<file path="src/rtl/mem_access_unit.sv">
// Load/store alignment and sub-word access unit in front of a word-wide DataMemory.
// Optional MEM_ACCESS_ALIGN_CHECK_EN: flag misaligned accesses instead of forcing alignment.
module mem_access_unit #(
  parameter int ADDR_WIDTH = 32,
  parameter int MEM_BYTES  = 4096
) (
  input  logic                  Clk,
  input  logic                  Reset,
  input  logic                  MemRead_In,
  input  logic                  MemWrite_In,
  input  logic [1:0]            Size,
  input  logic                  LoadUnsigned,
  input  logic [ADDR_WIDTH-1:0] Address_In,
  input  logic [31:0]           WriteData_In,
  output logic                  Stall,
  output logic [31:0]           LoadData,
  output logic                  LoadValid,
  output logic                  AccessErr,
  output logic [ADDR_WIDTH-1:0] Mem_Address,
  output logic [31:0]           Mem_WriteData,
  output logic                  Mem_MemWrite,
  output logic                  Mem_MemRead,
  input  logic [31:0]           Mem_ReadData
);

  typedef enum logic {
    IDLE,
    RMW_WRITE
  } state_t;

  localparam logic [ADDR_WIDTH-1:0] LIMIT = ADDR_WIDTH'(MEM_BYTES);

  state_t                state, state_nxt;
  logic [ADDR_WIDTH-1:0] addr_q, word_addr;
  logic [31:0]           wdata_q, merge_q;
  logic [31:0]           load_ext, merged;
  logic [7:0]            bsel;
  logic [15:0]           hsel;
  logic [1:0]            off;
  logic                  req, illegal;
  logic                  ld_go, rmw_go, err_go;
`ifdef MEM_ACCESS_ALIGN_CHECK_EN
  logic                  misalign;
`endif

  assign req       = MemRead_In | MemWrite_In;
  assign word_addr = {Address_In[ADDR_WIDTH-1:2], 2'b00};

  always_comb begin
    off = Address_In[1:0];
    illegal = (Size == 2'b11)
            | (MemRead_In & MemWrite_In)
            | (Address_In >= LIMIT);
`ifdef MEM_ACCESS_ALIGN_CHECK_EN
    misalign = 1'b0;
    if (Size == 2'b01) misalign = Address_In[0];
    if (Size == 2'b10) misalign = |Address_In[1:0];
    illegal = illegal | misalign;
`else
    if (Size == 2'b01) off[0] = 1'b0;
    if (Size == 2'b10) off = 2'b00;
`endif
  end

  // Big-endian lanes: offset 0 is the most significant byte
  always_comb begin
    bsel   = Mem_ReadData[7:0];
    merged = Mem_ReadData;
    case (off)
      2'd0: begin
        bsel = Mem_ReadData[31:24];
        if (Size == 2'b00) merged[31:24] = WriteData_In[7:0];
      end
      2'd1: begin
        bsel = Mem_ReadData[23:16];
        if (Size == 2'b00) merged[23:16] = WriteData_In[7:0];
      end
      2'd2: begin
        bsel = Mem_ReadData[15:8];
        if (Size == 2'b00) merged[15:8] = WriteData_In[7:0];
      end
      default: begin
        bsel = Mem_ReadData[7:0];
        if (Size == 2'b00) merged[7:0] = WriteData_In[7:0];
      end
    endcase
    hsel = off[1] ? Mem_ReadData[15:0] : Mem_ReadData[31:16];
    if (Size == 2'b01) begin
      if (off[1]) merged[15:0] = WriteData_In[15:0];
      else        merged[31:16] = WriteData_In[15:0];
    end
    case (Size)
      2'b00:   load_ext = {{24{~LoadUnsigned & bsel[7]}}, bsel};
      2'b01:   load_ext = {{16{~LoadUnsigned & hsel[15]}}, hsel};
      default: load_ext = Mem_ReadData;
    endcase
  end

  // Control path kept free of Mem_ReadData so the memory read is not a loop
  always_comb begin
    state_nxt     = state;
    Stall         = 1'b0;
    Mem_MemRead   = 1'b0;
    Mem_MemWrite  = 1'b0;
    Mem_Address   = addr_q;
    Mem_WriteData = wdata_q;
    ld_go         = 1'b0;
    rmw_go        = 1'b0;
    err_go        = 1'b0;
    if (!Reset) begin
      case (state)
        IDLE: begin
          if (req && illegal) begin
            err_go = 1'b1;
          end else if (req) begin
            Mem_Address = word_addr;
            if (MemRead_In) begin
              Mem_MemRead = 1'b1;
              ld_go       = 1'b1;
            end else if (Size == 2'b10) begin
              Mem_MemWrite  = 1'b1;
              Mem_WriteData = WriteData_In;
            end else begin
              Mem_MemRead = 1'b1;
              Stall       = 1'b1;
              rmw_go      = 1'b1;
              state_nxt   = RMW_WRITE;
            end
          end
        end
        RMW_WRITE: begin
          Mem_MemWrite  = 1'b1;
          Mem_WriteData = merge_q;
          state_nxt     = IDLE;
        end
        default: state_nxt = IDLE;
      endcase
    end
  end

  always_ff @(posedge Clk) begin
    if (Reset) begin
      state     <= IDLE;
      addr_q    <= '0;
      wdata_q   <= '0;
      merge_q   <= '0;
      LoadData  <= '0;
      LoadValid <= 1'b0;
      AccessErr <= 1'b0;
    end else begin
      state     <= state_nxt;
      addr_q    <= Mem_Address;
      wdata_q   <= Mem_WriteData;
      LoadValid <= ld_go;
      AccessErr <= err_go;
      if (ld_go)  LoadData <= load_ext;
      if (rmw_go) merge_q  <= merged;
    end
  end

endmodule
</file>
<file path="config.mk">
export PLATFORM = sky130hd
export DESIGN_NAME = mem_access_unit
export DESIGN_NICKNAME = d
export VERILOG_FILES = /design/src/rtl/mem_access_unit.sv
export SDC_FILE = /design/constraint.sdc
export NUM_CORES = 1
export LEC_CHECK = 0
export ABC_CLOCK_PERIOD_IN_PS = 3780
export BUFFER_PORTS_ARGS = -buffer_cell sky130_fd_sc_hd__buf_4
export CAP_MARGIN = 0
export CORE_ASPECT_RATIO = 1.5
export CORE_MARGIN = 5
export CORE_UTILIZATION = 24
export DETAILED_ROUTE_END_ITERATION = 8
export SLEW_MARGIN = 20
export SYNTH_ARGS = -nofsm -noshare
export SYNTH_HDL_FRONTEND = slang
export SYNTH_SLANG_ARGS = --single-unit
</file>
<file path="constraint.sdc">
create_clock -name Clk -period 3.78 [get_ports Clk]
set_input_delay 0.189 -clock Clk [delete_from_list [all_inputs] [get_ports Clk]]
set_output_delay 0.189 -clock Clk [all_outputs]
set_load 0.05 [all_outputs]
</file>
==> summary.md <==
| Metric | Value |
|---|---|
| Largest net degree at the start of global routing | 55 |
| Pin slew with the least headroom to its limit | between 900 and 1000 ps |
| Die ar. | around 31000 µm² |
| Power per cell area | between 300 and 400 nW/µm² |
| Worst path cell trace | clkinv_1, buf_4, nand2_1, buf_4, or3_1, o221a_2, buf_4 |
| Chip width | between 100 and 150 µm |
| Ys Warns | 0 |
| Hold depth | 3 |
| Critical path peak fanout | 19 |
| Clock buffer count from CTS | 17 |
| CTS Buffer Depth | 2 |
| Clock Sinks | between 100 and 150 |
| DRC | 0 |
| Mapped Area | 6603 µm² |
| Power Total | 3.244 mW |
| Leak | around 3.5 nW |
| Area Growth Syn to Fin | 36.54% |
| Routed length per instance | approximately 19 µm |
| Flop2flop setup slack | about 1100 ps |
| WP data arrival | 3160 ps |
| Final setup violation count | 0 |
| Post-synth EDFFs | 0 |
| CP endpoint kind | primary output |
| Reg-to-Reg End | LoadData[25] |
| Final #Nets | between 1000 and 1500 |
| Minimum clock period | 3344 ps |
| First-pass GRT wire length | about 38000 µm |
| Hold wc startpoint | Address_In[3] |
| Post-synthesis instance total | between 700 and 800 |
| Worst setup path startpoint | state |
| GRT overflow | 0 |
| Worst EP required | between 3000 and 4000 ps |
| HPWL after DPL | about 19000 µm |
| Kind of critical path | reg2out |
| All-Layer GR Usage | around 16% |
| Pins Over Slew Limit | 0 |
| Die Ht | about 210 µm |
| Fill cells | slightly below 3000 |
| CP max-delay cell | dfxtp_1 |
| Post-synthesis sequential area ratio | 39.72% |
| Status | finished, final reports clean |
| Area leader, netlist | dfxtp_1 |
| R2R depth | 6 |
| Critical path buffer and inverter count | 4 |
| Syn nets | 889 |
| RSZ-0062 raised after global routing | false |
| Sequential Area | 2623 µm² |
| Final Hold Viols | 0 |
| Routed vias/inst | 5.065 |
| Routed WL | about 25000 µm |
| Port bufs | just over 200 |
| Worst VDD drop | 0.2930 mV |
| Worst path top cell family by delay | buffers and inverters |
| Max-cap viol count | 0 |
| Root Driver | clkbuf_16 |
| Final setup skew | between 4 and 5 ps |
| Top-level I/O count | between 200 and 250 |
| Initial antenna violation count | 0 |
| Number of global-route vias before repair | approximately 6500 |
| Detail Route Antenna Nets | 0 |
| Worst skew pair latency | around 430 ps |
| Drt pass-1 iters | 5 |
| Hold Crit Class | in2reg |
| Initial Utilization | about a quarter |
| Netlist cell types | 46 |
| Synth top area share | between 30% and 40% |
| Vias | roughly 6700 |
| Post-synth top flop | dfxtp_1 |
| Post-CTS Setup Bufs | 0 |
| Layout cells sized above 1 | a little under a third |
| GPL Wtd Cong | between 0.8 and 0.9 |
| Pre-CTS WS | approximately 840 ps |
| PnR worst setup slack | 435.7 ps |
| R2r startpoint | state |
| Achievable Freq | between 0.2 and 0.3 GHz |
| Site row count | 74 |
| Hold EP | addr_q[3] |
| Setup TNS | 0 ps |
| Synth async-reset ratio | 0% |
| Period Utilization, post-route | just under 90% |
| # H-tree levels | 4 |
| Most common cell on crit path | buf_4 |
| Detailed Route Iter0 Violations | ~370 |
| Flops & latches, synth | roughly 130 |
| Top-count cell post-synth | dfxtp_1 |
| Footprint of the multi-input gates | 3649 µm² |
| Most frequent cells after synthesis | dfxtp_1 (131), nand2_1 (117), a21oi_1 (55) |
| Largest stage delay, worst path | between 800 and 900 ps |
| Ant diodes | 0 |
| Clk slew on worst S/H paths | around 60 ps |
| Rel. slew slack | approximately a third |
| Critical Path Start Type | flip-flop |
| CORE AREA | 27220 µm² |
| Top post-synthesis cells by area | dfxtp_1 (40%), mux2i_1 (6.7%), nand2_1 (6.7%) |
| Avg Cell Area, Syn | about 8.4 µm² |
| CTS tree | done |
layout by cell type, fill, tap and decap left out, types with 10 or more instances in the layout:
| cell | Yosys | final |
|---|---|---|
| buf_4 | 1 | 221 |
| dfxtp_1 | 131 | 131 |
| nand2_1 | 117 | 117 |
| a21oi_1 | 55 | 55 |
| nor2_1 | 46 | 45 |
| mux2i_1 | 44 | 44 |
| nand3_1 | 26 | 26 |
| nor2b_1 | 25 | 25 |
| o21ai_0 | 24 | 24 |
| and2_1 | 22 | 22 |
| or3_1 | 21 | 21 |
| inv_1 | 20 | 20 |
| clkbuf_16 | 0 | 17 |
| mux2_2 | 16 | 16 |
| o2111ai_1 | 16 | 16 |
| o221a_2 | 16 | 16 |
| a211oi_1 | 16 | 16 |
| o211ai_1 | 16 | 16 |
| o221ai_1 | 16 | 16 |
| a31oi_1 | 13 | 13 |
| a21oi_2 | 10 | 10 |
registers in the layout, summed over array words and instances, names as in the netlist:
register   flops
LoadData      32
addr_q        32
merge_q       32
wdata_q       32
AccessErr      1
LoadValid      1
state          1
power by group:
part,total [mW],leakage [nW],switching (mW),internal (mW)
clock network,1.57,0.269,0.612,0.958
logic,0.292,2.20,0.175,0.117
registers,1.38,1.05,0.000180,1.38
worst min-delay path, cell delays in order:
cell and delay [ps]:
buf_4 80, mux2i_1 60, nor2_1 70
how the worst max path moves through the flow:
stage	to	slack, ps	cells after the start
global route	Mem_WriteData[7]	250	7
finish	Mem_WriteData[7]	440	7
detailed placement	Mem_WriteData[7]	840	7
global placement	Mem_WriteData[7]	810	7
floorplan	Mem_MemRead	1100	4
CTS	Mem_WriteData[7]	360	7
routing by layer:
metal / part of all wire (%) / GRT usage (%) / vias to the layer above / wire length, µm
met5: 0 / 0 / - / 0
met4: 4.1 / 7.499 / 0 / 1030
met3: 6.5 / 4.055 / 63 / 1635
met2: 50 / 27.36 / 254 / 12660
met1: 39 / 17.94 / 3131 / 9889
li1: - / - / 3222 / -
cells by family after synthesis:
family	after synthesis	share of synthesized area (%)
and+or+nand+nor	292	22.32
muxes	60	9.399
DFF	131	39.72
AOI/OAI and AO/OA	215	23.14
buffers and inverters	88	5.420
metrics by stage:
stage | utilization (%) | hold WS (ps) | instance area [µm²] | std cells
finish | 33.12 | 17.39 | 9015 | 1317
global route | 33.12 | 22.26 | 9015 | 1317
CTS | 33.12 | 0.6839 | 9015 | 1317
detailed placement | 31.02 | 435.6 | 8444 | 1284
global placement | 31.02 | 434.1 | 8444 | 1284
floorplan | - | 325.0 | 6603 | 786
layout make-up:
class	count	area share, %
clock inverter	11	1.263
timing repair buffer	223	18.63
inverter	23	0.9577
tap	342	4.747
multi-input combinational	567	40.47
sequential	131	29.09
clock buffer	20	4.844
timing repair:
item,CTS,global route
hold buffers,2,0
endpoints found under the hold margin,2,0
resized for setup,0,0
Power figures use the tool's default switching activity.
